--- config.mk ---
export PLATFORM = sky130hd
export DESIGN_NAME = fwd_hazard_unit_flat
export DESIGN_NICKNAME = d
export VERILOG_FILES = /design/src/rtl/fwd_hazard_unit_if.sv /design/src/rtl/fwd_hazard_unit.sv /design/src/flat_wrapper.sv
export SDC_FILE = /design/constraint.sdc
export NUM_CORES = 1
export LEC_CHECK = 0
export ABC_AREA = 0
export CORE_MARGIN = 2
export CORE_UTILIZATION = 35
export DETAILED_ROUTE_END_ITERATION = 8
export PLACE_DENSITY = 0.7
export SLEW_MARGIN = 20
export SYNTH_ARGS = -nofsm -noshare
export SYNTH_HDL_FRONTEND = slang
export SYNTH_SLANG_ARGS = --single-unit
--- constraint.sdc ---
create_clock -name CLK -period 2.5 [get_ports CLK]
set_input_delay 0.25 -clock CLK [delete_from_list [all_inputs] [get_ports CLK]]
set_output_delay 0.25 -clock CLK [all_outputs]
set_load 0.02 [all_outputs]
--- src/rtl/fwd_hazard_unit_if.sv ---
// ============================================================================
// Module      : fwd_hazard_unit_if
// Description : ID-stage operand/control bundle and forwarding/stall results
//               for fwd_hazard_unit. Optional macro: FWD_STALL_COUNT_EN.
// Revision    : 1.0 - initial release
// ============================================================================
`default_nettype none

interface fwd_hazard_unit_if #(
  parameter int REG_ADDR_W = 5,
  parameter int DEPTH      = 3
);
  localparam int SEL_W = $clog2(DEPTH + 1);

  logic [REG_ADDR_W-1:0] ID_Rs;
  logic [REG_ADDR_W-1:0] ID_Rt;
  logic [REG_ADDR_W-1:0] ID_Rw;
  logic                  ID_RegWrite;
  logic                  ID_MemRead;
  logic                  ID_MemWrite;
  logic                  UseShamt;
  logic                  UseImmed;
  logic                  Flush;

  logic                  Stall;
  logic [SEL_W-1:0]      AluOpCtrlA;
  logic [SEL_W-1:0]      AluOpCtrlB;
  logic [SEL_W-1:0]      DataMemFwdSel;
  logic [DEPTH-1:0]      StageValid;
`ifdef FWD_STALL_COUNT_EN
  logic [31:0]           StallCount;
`endif

  modport master (
    output ID_Rs, ID_Rt, ID_Rw, ID_RegWrite, ID_MemRead, ID_MemWrite,
           UseShamt, UseImmed, Flush,
    input  Stall, AluOpCtrlA, AluOpCtrlB, DataMemFwdSel, StageValid
`ifdef FWD_STALL_COUNT_EN
    , input StallCount
`endif
  );

  modport slave (
    input  ID_Rs, ID_Rt, ID_Rw, ID_RegWrite, ID_MemRead, ID_MemWrite,
           UseShamt, UseImmed, Flush,
    output Stall, AluOpCtrlA, AluOpCtrlB, DataMemFwdSel, StageValid
`ifdef FWD_STALL_COUNT_EN
    , output StallCount
`endif
  );
endinterface

`default_nettype wire

--- src/rtl/fwd_hazard_unit.sv ---
// ============================================================================
// Module      : fwd_hazard_unit
// Description : Tracks DEPTH in-flight destination tags and produces operand
//               forwarding selects plus the load-use stall, all combinational
//               from the tag register and the ID inputs.
//               Optional macro: FWD_STALL_COUNT_EN (adds 32-bit StallCount).
// Revision    : 1.0 - initial release
// ============================================================================
`default_nettype none

module fwd_hazard_unit #(
  parameter int REG_ADDR_W = 5,
  parameter int DEPTH      = 3,
  parameter int LOAD_LAT   = 1
) (
  input  wire logic        CLK,
  input  wire logic        Reset,
  fwd_hazard_unit_if.slave bus
);
  localparam int SEL_W = $clog2(DEPTH + 1);

  typedef struct packed {
    logic             hit;
    logic             haz;
    logic [SEL_W-1:0] sel;
  } match_t;

  // Index 0 is stage 1 (EX); index DEPTH-1 is the oldest tracked stage.
  logic [REG_ADDR_W-1:0] r_rw [DEPTH];
  logic [DEPTH-1:0]      r_wr;
  logic [DEPTH-1:0]      r_ld;

  logic [DEPTH-1:0]      w_valid;
  logic                  w_load_bubble;
  logic                  w_stall;
  logic                  w_en_a;
  logic                  w_en_b;
  logic                  w_en_d;
  match_t                w_match_rs;
  match_t                w_match_rt;

  for (genvar k = 0; k < DEPTH; k++) begin : g_valid
    assign w_valid[k] = r_wr[k] && (r_rw[k] != '0);
  end

  // Youngest valid producer wins; a not-yet-ready load blocks older producers.
  function automatic match_t f_match(input logic [REG_ADDR_W-1:0] src);
    match_t m;
    m = '0;
    for (int k = 0; k < DEPTH; k++) begin
      if (!m.hit && w_valid[k] && (r_rw[k] == src) && (src != '0)) begin
        m.hit = 1'b1;
        if (r_ld[k] && ((k + 1) <= LOAD_LAT)) begin
          m.haz = 1'b1;
        end else begin
          m.sel = SEL_W'(k + 1);
        end
      end
    end
    return m;
  endfunction

  always_comb begin
    w_match_rs = f_match(bus.ID_Rs);
    w_match_rt = f_match(bus.ID_Rt);
  end

  assign w_en_a = ~bus.UseShamt;
  assign w_en_b = ~bus.UseImmed;
  assign w_en_d = bus.ID_MemWrite;

  assign w_stall = ((w_en_a & w_match_rs.haz) |
                    (w_en_b & w_match_rt.haz) |
                    (w_en_d & w_match_rt.haz)) & ~bus.Flush & ~Reset;

  assign bus.Stall         = w_stall;
  assign bus.AluOpCtrlA    = (w_en_a && !Reset) ? w_match_rs.sel : '0;
  assign bus.AluOpCtrlB    = (w_en_b && !Reset) ? w_match_rt.sel : '0;
  assign bus.DataMemFwdSel = (w_en_d && !Reset) ? w_match_rt.sel : '0;
  assign bus.StageValid    = w_valid;

  assign w_load_bubble = w_stall | bus.Flush | ~bus.ID_RegWrite;

  always_ff @(posedge CLK) begin
    if (Reset) begin
      for (int i = 0; i < DEPTH; i++) begin
        r_rw[i] <= '0;
      end
      r_wr <= '0;
      r_ld <= '0;
    end else begin
      if (w_load_bubble) begin
        r_rw[0] <= '0;
        r_wr[0] <= 1'b0;
        r_ld[0] <= 1'b0;
      end else begin
        r_rw[0] <= bus.ID_Rw;
        r_wr[0] <= 1'b1;
        r_ld[0] <= bus.ID_MemRead;
      end
      for (int i = 1; i < DEPTH; i++) begin
        r_rw[i] <= r_rw[i-1];
        r_wr[i] <= r_wr[i-1];
        r_ld[i] <= r_ld[i-1];
      end
    end
  end

`ifdef FWD_STALL_COUNT_EN
  logic [31:0] r_stall_count;

  always_ff @(posedge CLK) begin
    if (Reset) begin
      r_stall_count <= '0;
    end else if (w_stall) begin
      r_stall_count <= r_stall_count + 32'd1;
    end
  end

  assign bus.StallCount = r_stall_count;
`endif

endmodule

`default_nettype wire

--- src/flat_wrapper.sv ---
// flat-port wrapper written by rule: the top's interface ports become plain ports
module fwd_hazard_unit_flat 
#(
  parameter int REG_ADDR_W = 5,
  parameter int DEPTH      = 3,
  parameter int LOAD_LAT   = 1
)
  (CLK, Reset, bus_ID_Rs, bus_ID_Rt, bus_ID_Rw, bus_ID_RegWrite, bus_ID_MemRead, bus_ID_MemWrite, bus_UseShamt, bus_UseImmed, bus_Flush, bus_Stall, bus_AluOpCtrlA, bus_AluOpCtrlB, bus_DataMemFwdSel, bus_StageValid);
  fwd_hazard_unit_if #(.REG_ADDR_W(REG_ADDR_W), .DEPTH(DEPTH)) bus_i ();
  input  wire logic CLK;
  input  wire logic Reset;
  input wire logic [$bits(bus_i.ID_Rs)-1:0] bus_ID_Rs;
  input wire logic [$bits(bus_i.ID_Rt)-1:0] bus_ID_Rt;
  input wire logic [$bits(bus_i.ID_Rw)-1:0] bus_ID_Rw;
  input wire logic [$bits(bus_i.ID_RegWrite)-1:0] bus_ID_RegWrite;
  input wire logic [$bits(bus_i.ID_MemRead)-1:0] bus_ID_MemRead;
  input wire logic [$bits(bus_i.ID_MemWrite)-1:0] bus_ID_MemWrite;
  input wire logic [$bits(bus_i.UseShamt)-1:0] bus_UseShamt;
  input wire logic [$bits(bus_i.UseImmed)-1:0] bus_UseImmed;
  input wire logic [$bits(bus_i.Flush)-1:0] bus_Flush;
  output wire logic [$bits(bus_i.Stall)-1:0] bus_Stall;
  output wire logic [$bits(bus_i.AluOpCtrlA)-1:0] bus_AluOpCtrlA;
  output wire logic [$bits(bus_i.AluOpCtrlB)-1:0] bus_AluOpCtrlB;
  output wire logic [$bits(bus_i.DataMemFwdSel)-1:0] bus_DataMemFwdSel;
  output wire logic [$bits(bus_i.StageValid)-1:0] bus_StageValid;
  assign bus_i.ID_Rs = bus_ID_Rs;
  assign bus_i.ID_Rt = bus_ID_Rt;
  assign bus_i.ID_Rw = bus_ID_Rw;
  assign bus_i.ID_RegWrite = bus_ID_RegWrite;
  assign bus_i.ID_MemRead = bus_ID_MemRead;
  assign bus_i.ID_MemWrite = bus_ID_MemWrite;
  assign bus_i.UseShamt = bus_UseShamt;
  assign bus_i.UseImmed = bus_UseImmed;
  assign bus_i.Flush = bus_Flush;
  assign bus_Stall = bus_i.Stall;
  assign bus_AluOpCtrlA = bus_i.AluOpCtrlA;
  assign bus_AluOpCtrlB = bus_i.AluOpCtrlB;
  assign bus_DataMemFwdSel = bus_i.DataMemFwdSel;
  assign bus_StageValid = bus_i.StageValid;
  fwd_hazard_unit #(.REG_ADDR_W(REG_ADDR_W), .DEPTH(DEPTH), .LOAD_LAT(LOAD_LAT)) u_core (.CLK(CLK), .Reset(Reset), .bus(bus_i));
endmodule
After elaboration in Yosys (flattened, before gate mapping) --
Memory sizes are Yosys's and may differ from the RTL's. Index checks and enable logic that the tools add are counted.
Operators by class: equal/unequal tests 6, multiplexer cells 26, bitwise operators 18, reduce and logical (&&, ||, !) cells 33
Operators with widths (count):
- 5-bit == test | 6
- 5-bit nonzero test | 5
- 1-bit logical AND | 22
- 5-bit 2-to-1 mux | 4
- 2-bit 2-to-1 mux | 7
- 1-bit 2-to-1 mux | 13
- 4-bit 2-to-1 mux | 2
- 1-bit OR | 8
- 1-bit bitwise AND | 5
- 1-bit zero test | 5
- 1-bit inverter | 5
- 2-bit OR reduction | 1
Storage, ports and cells: register bits after elaboration 4, RAM bits 15, bits of input ports 23, output and inout bits 10, logic and storage cells 86, memories kept 1
Memory list:
- u_core.r_rw | words 3, width 5, rd ports 3, clocked after Yosys merged registers in 0, write ports 3, RTL line fwd_hazard_unit.sv:29 | logic [REG_ADDR_W-1:0] r_rw [DEPTH];

Depth between registers and ports, before layout --
An unclocked memory read counts as a cell.
word-level depth 18, gate-level depth with buffers 5, mapped depth without buffers 5

Worst setup path before layout --
Ideal clock, no wire load.
path type register to output, from mem u_core.r_rw[0][1], to out bus_AluOpCtrlB[1], arrival 1872 ps, data required time 2250 ps, slack 378 ps, cell stages (with the launch flop) 6, buffers on the path 0, cell sequence edfxtp_1 -> or4_1 -> o21a_4 -> nand4_2 -> o21ai_1 -> nor3_1
RTL lines:
- from (decl) | RTL line fwd_hazard_unit.sv:29
- to (decl) | RTL line flat_wrapper.sv:23 | output wire logic [$bits(bus_i.AluOpCtrlB)-1:0] bus_AluOpCtrlB;

==> results.cfg <==
[status]
status = completed

[sta]
hold_viol = 0
fin_worst_skew_ns = 0.009168
fmax_ghz = 0.4205
fin_crit_ns = 2.378
setup_viol = 0
fin_crit_sh = 0.9512
finalMaxSlewViolations = 0
whs_ns = 0.4737

[final_layout]
design_area_mm2 = 0.002013
final_common_cell = buf_4
fill_cells = 338
utilization = 0.5583
drive_above_1_share = 0.2837
most-common-layout-cells = 34 x buf_4, 25 x clkdlybuf4s50_1, 18 x xor2_1, 15 x edfxtp_1, 15 x conb_1
area_growth_pct = 55.01
nNetsFinal = 232
n_antenna_cell = 0

[grt]
grt_usage = 0.1734
grt_remaining_overflow = 0
grt_pass1_wl_um = 5595
grt_max_degree = 17
antenna_found_initial = 0
grt_pass1_vias = 1290

[worst_setup_path]
cp-startpoint = u_core.r_rw[0][12]
r2r_start = u_core.r_rw[0][2]
start_kind = register
cp.required_ns = 2.25
critPathKind = reg2out
crit_fanout = 3
endpoint_kind = output port
worstPathArrival_ns = 2.13

[pwr]
ir_drop_mv = 0.4626
leakage_nw = 0.7865
p_per_area_mw_per_mm2 = 389.7

[flow_run]
cap_violations = 0

[clock_network]
ctsHoldBuffers = 0
clock_latency_ns = 0.26
cts_tree = done
cts_root_buf = clkbuf_8
numCtsBuffers = 3
cts.sinks = 19
path_clk_slew_ns = 0.07
htree_num_levels = 1
clock_tree.buffer_depth = 2

[place]
dp_hpwl_um = 2663
dpl-instance-area_mm2 = 0.001953
port_buffers = 32
gp_congestion = 0.8983

[min_path]
min_from = u_core.r_wr[1]
hold_path.class = reg2reg

[detailed_routing]
drtAntennaViolNets = 0
wl_um = 3359
drt-initial-drc-count = 35
wl_per_cell_um = 13.12
vias_per_cell = 4.676
dr.pass1.iters = 4
drc_errors = 0
num_vias = 1197

[synth]
synth_seq_area_share = 0.4085
synthCells = 125
syn-mean-instance-area_um2 = 10.39
synth_top_cell_area_share = 0.3468
synth_area_mm2 = 0.001299
ys_ff_latch = 19
yosys-top-cells-area = edfxtp_1 35%, xor2_1 12%, xnor2_1 8.1%
yosysWarnings = 0
yosys.area.top_type = edfxtp_1
synth_cell_type_count = 37

[die]
rows = 22
core_area_mm2 = 0.003606
die_w_um = 64.92
start_util = 0.3602
dieArea_mm2 = 0.004214
die_y_um = 64.92
ios = 33
-- state kept, by name, indices dropped and copies added, names as in the netlist --
name         count
u_core.r_rw     15
u_core.r_ld      1
u_core.r_wr      3
-- metal layers --
| layer | vias up | GRT usage | wire (µm) |
|---|---|---|---|
| li1 | 601 | - | - |
| met1 | 553 | 0.2050 | 1427 |
| met2 | 36 | 0.3119 | 1663 |
| met3 | 7 | 0.05382 | 233 |
| met4 | 0 | 0.02660 | 35 |
| met5 | - | 0 | 0 |
-- stage by stage --
| stage | TNS (ns) | cells | power, W | worst slack [ns] |
|---|---|---|---|---|
| after global routing | -0.003191 | 256 | 0.0008193 | -0.003191 |
| after floorplan | 0 | 139 | 0.0004613 | 0.3776 |
| after global placement | -1.285 | 248 | 0.0005601 | -0.2426 |
| after detailed placement | -1.314 | 248 | 0.0005638 | -0.2582 |
| final | 0 | 256 | 0.0007846 | 0.1221 |
| after CTS | 0 | 252 | 0.0007806 | 0.001233 |
-- area by class of cell --
cell class,count,area [µm²],area share
clock buffer,3,41.29,0.02051
tap,48,60.06,0.02983
sequential,19,530.5,0.2635
inverter,1,3.754,0.001865
timing repair buffer,66,540.5,0.2685
multi-input combinational,118,832.0,0.4133
clock inverter,1,5.005,0.002486
-- critical path, cell delays in order, from the launching register on --
cell,delay [ns]
edfxtp_1,0.44
or4_1,0.51
o21ai_2,0.23
buf_4,0.14
inv_1,0.03
clkdlybuf4s50_1,0.52
-- power by group --
group	internal, W	switching (W)	leakage, nW
clock	0.000111	0.000109	0.0255
sequential	0.000360	0.0000116	0.183
combinational	0.000107	0.0000869	0.578
-- logic make-up (layout without fill, tap and decap cells) --
group / after synthesis / count (layout) / synth area share
buffers and inverters: 2 / 71 / 0.005775
AND/OR/NAND/NOR: 62 / 62 / 0.3006
AO/OA/AOI/OAI: 11 / 11 / 0.07996
flip-flops: 19 / 19 / 0.4085
XOR/XNOR: 30 / 30 / 0.2023
other: 1 / 15 / 0.002887
-- worst paths after layout --
kind	cells past startpoint	slack, ns	to
setup / recovery	5	0.12	bus_StageValid[2]
hold / removal	1	0.47	u_core.r_wr[2]
setup reg to reg	7	0.50	u_core.r_rw[0][2]
hold reg to reg	1	0.47	u_core.r_wr[2]
-- timing repair --
action,in CTS,in global routing
pin swaps,0,1
endpoints found under the setup margin,7,7
buffers inserted,0,4
resized for setup,12,17
-- synth_stat cells --
library cell	count
xor2_1	18
nand3_1	4
inv_1	1
nand2b_1	1
nor2_2	1
nor4b_1	1
edfxtp_1	15
nand4_2	1
o21a_1	1
dfxtp_1	4
conb_1	1
a41oi_1	1
o311ai_4	1
o21ai_1	3
xnor2_1	12
nor3_1	8
nor4_1	1
a211oi_2	1
nor3b_1	6
o22ai_1	1
nand2_1	4
or2_2	2
and4_1	2
o21a_4	1
clkbuf_1	1
and3_1	1
and2_1	1
nand4_1	2
nand3_2	1
nor2_1	7
a21oi_1	1
nor3_2	1
or4_1	3
nand3b_1	1
o31ai_1	1
nand3_4	1
nor2b_1	13
No activity file was read; power rests on OpenSTA's default activity.
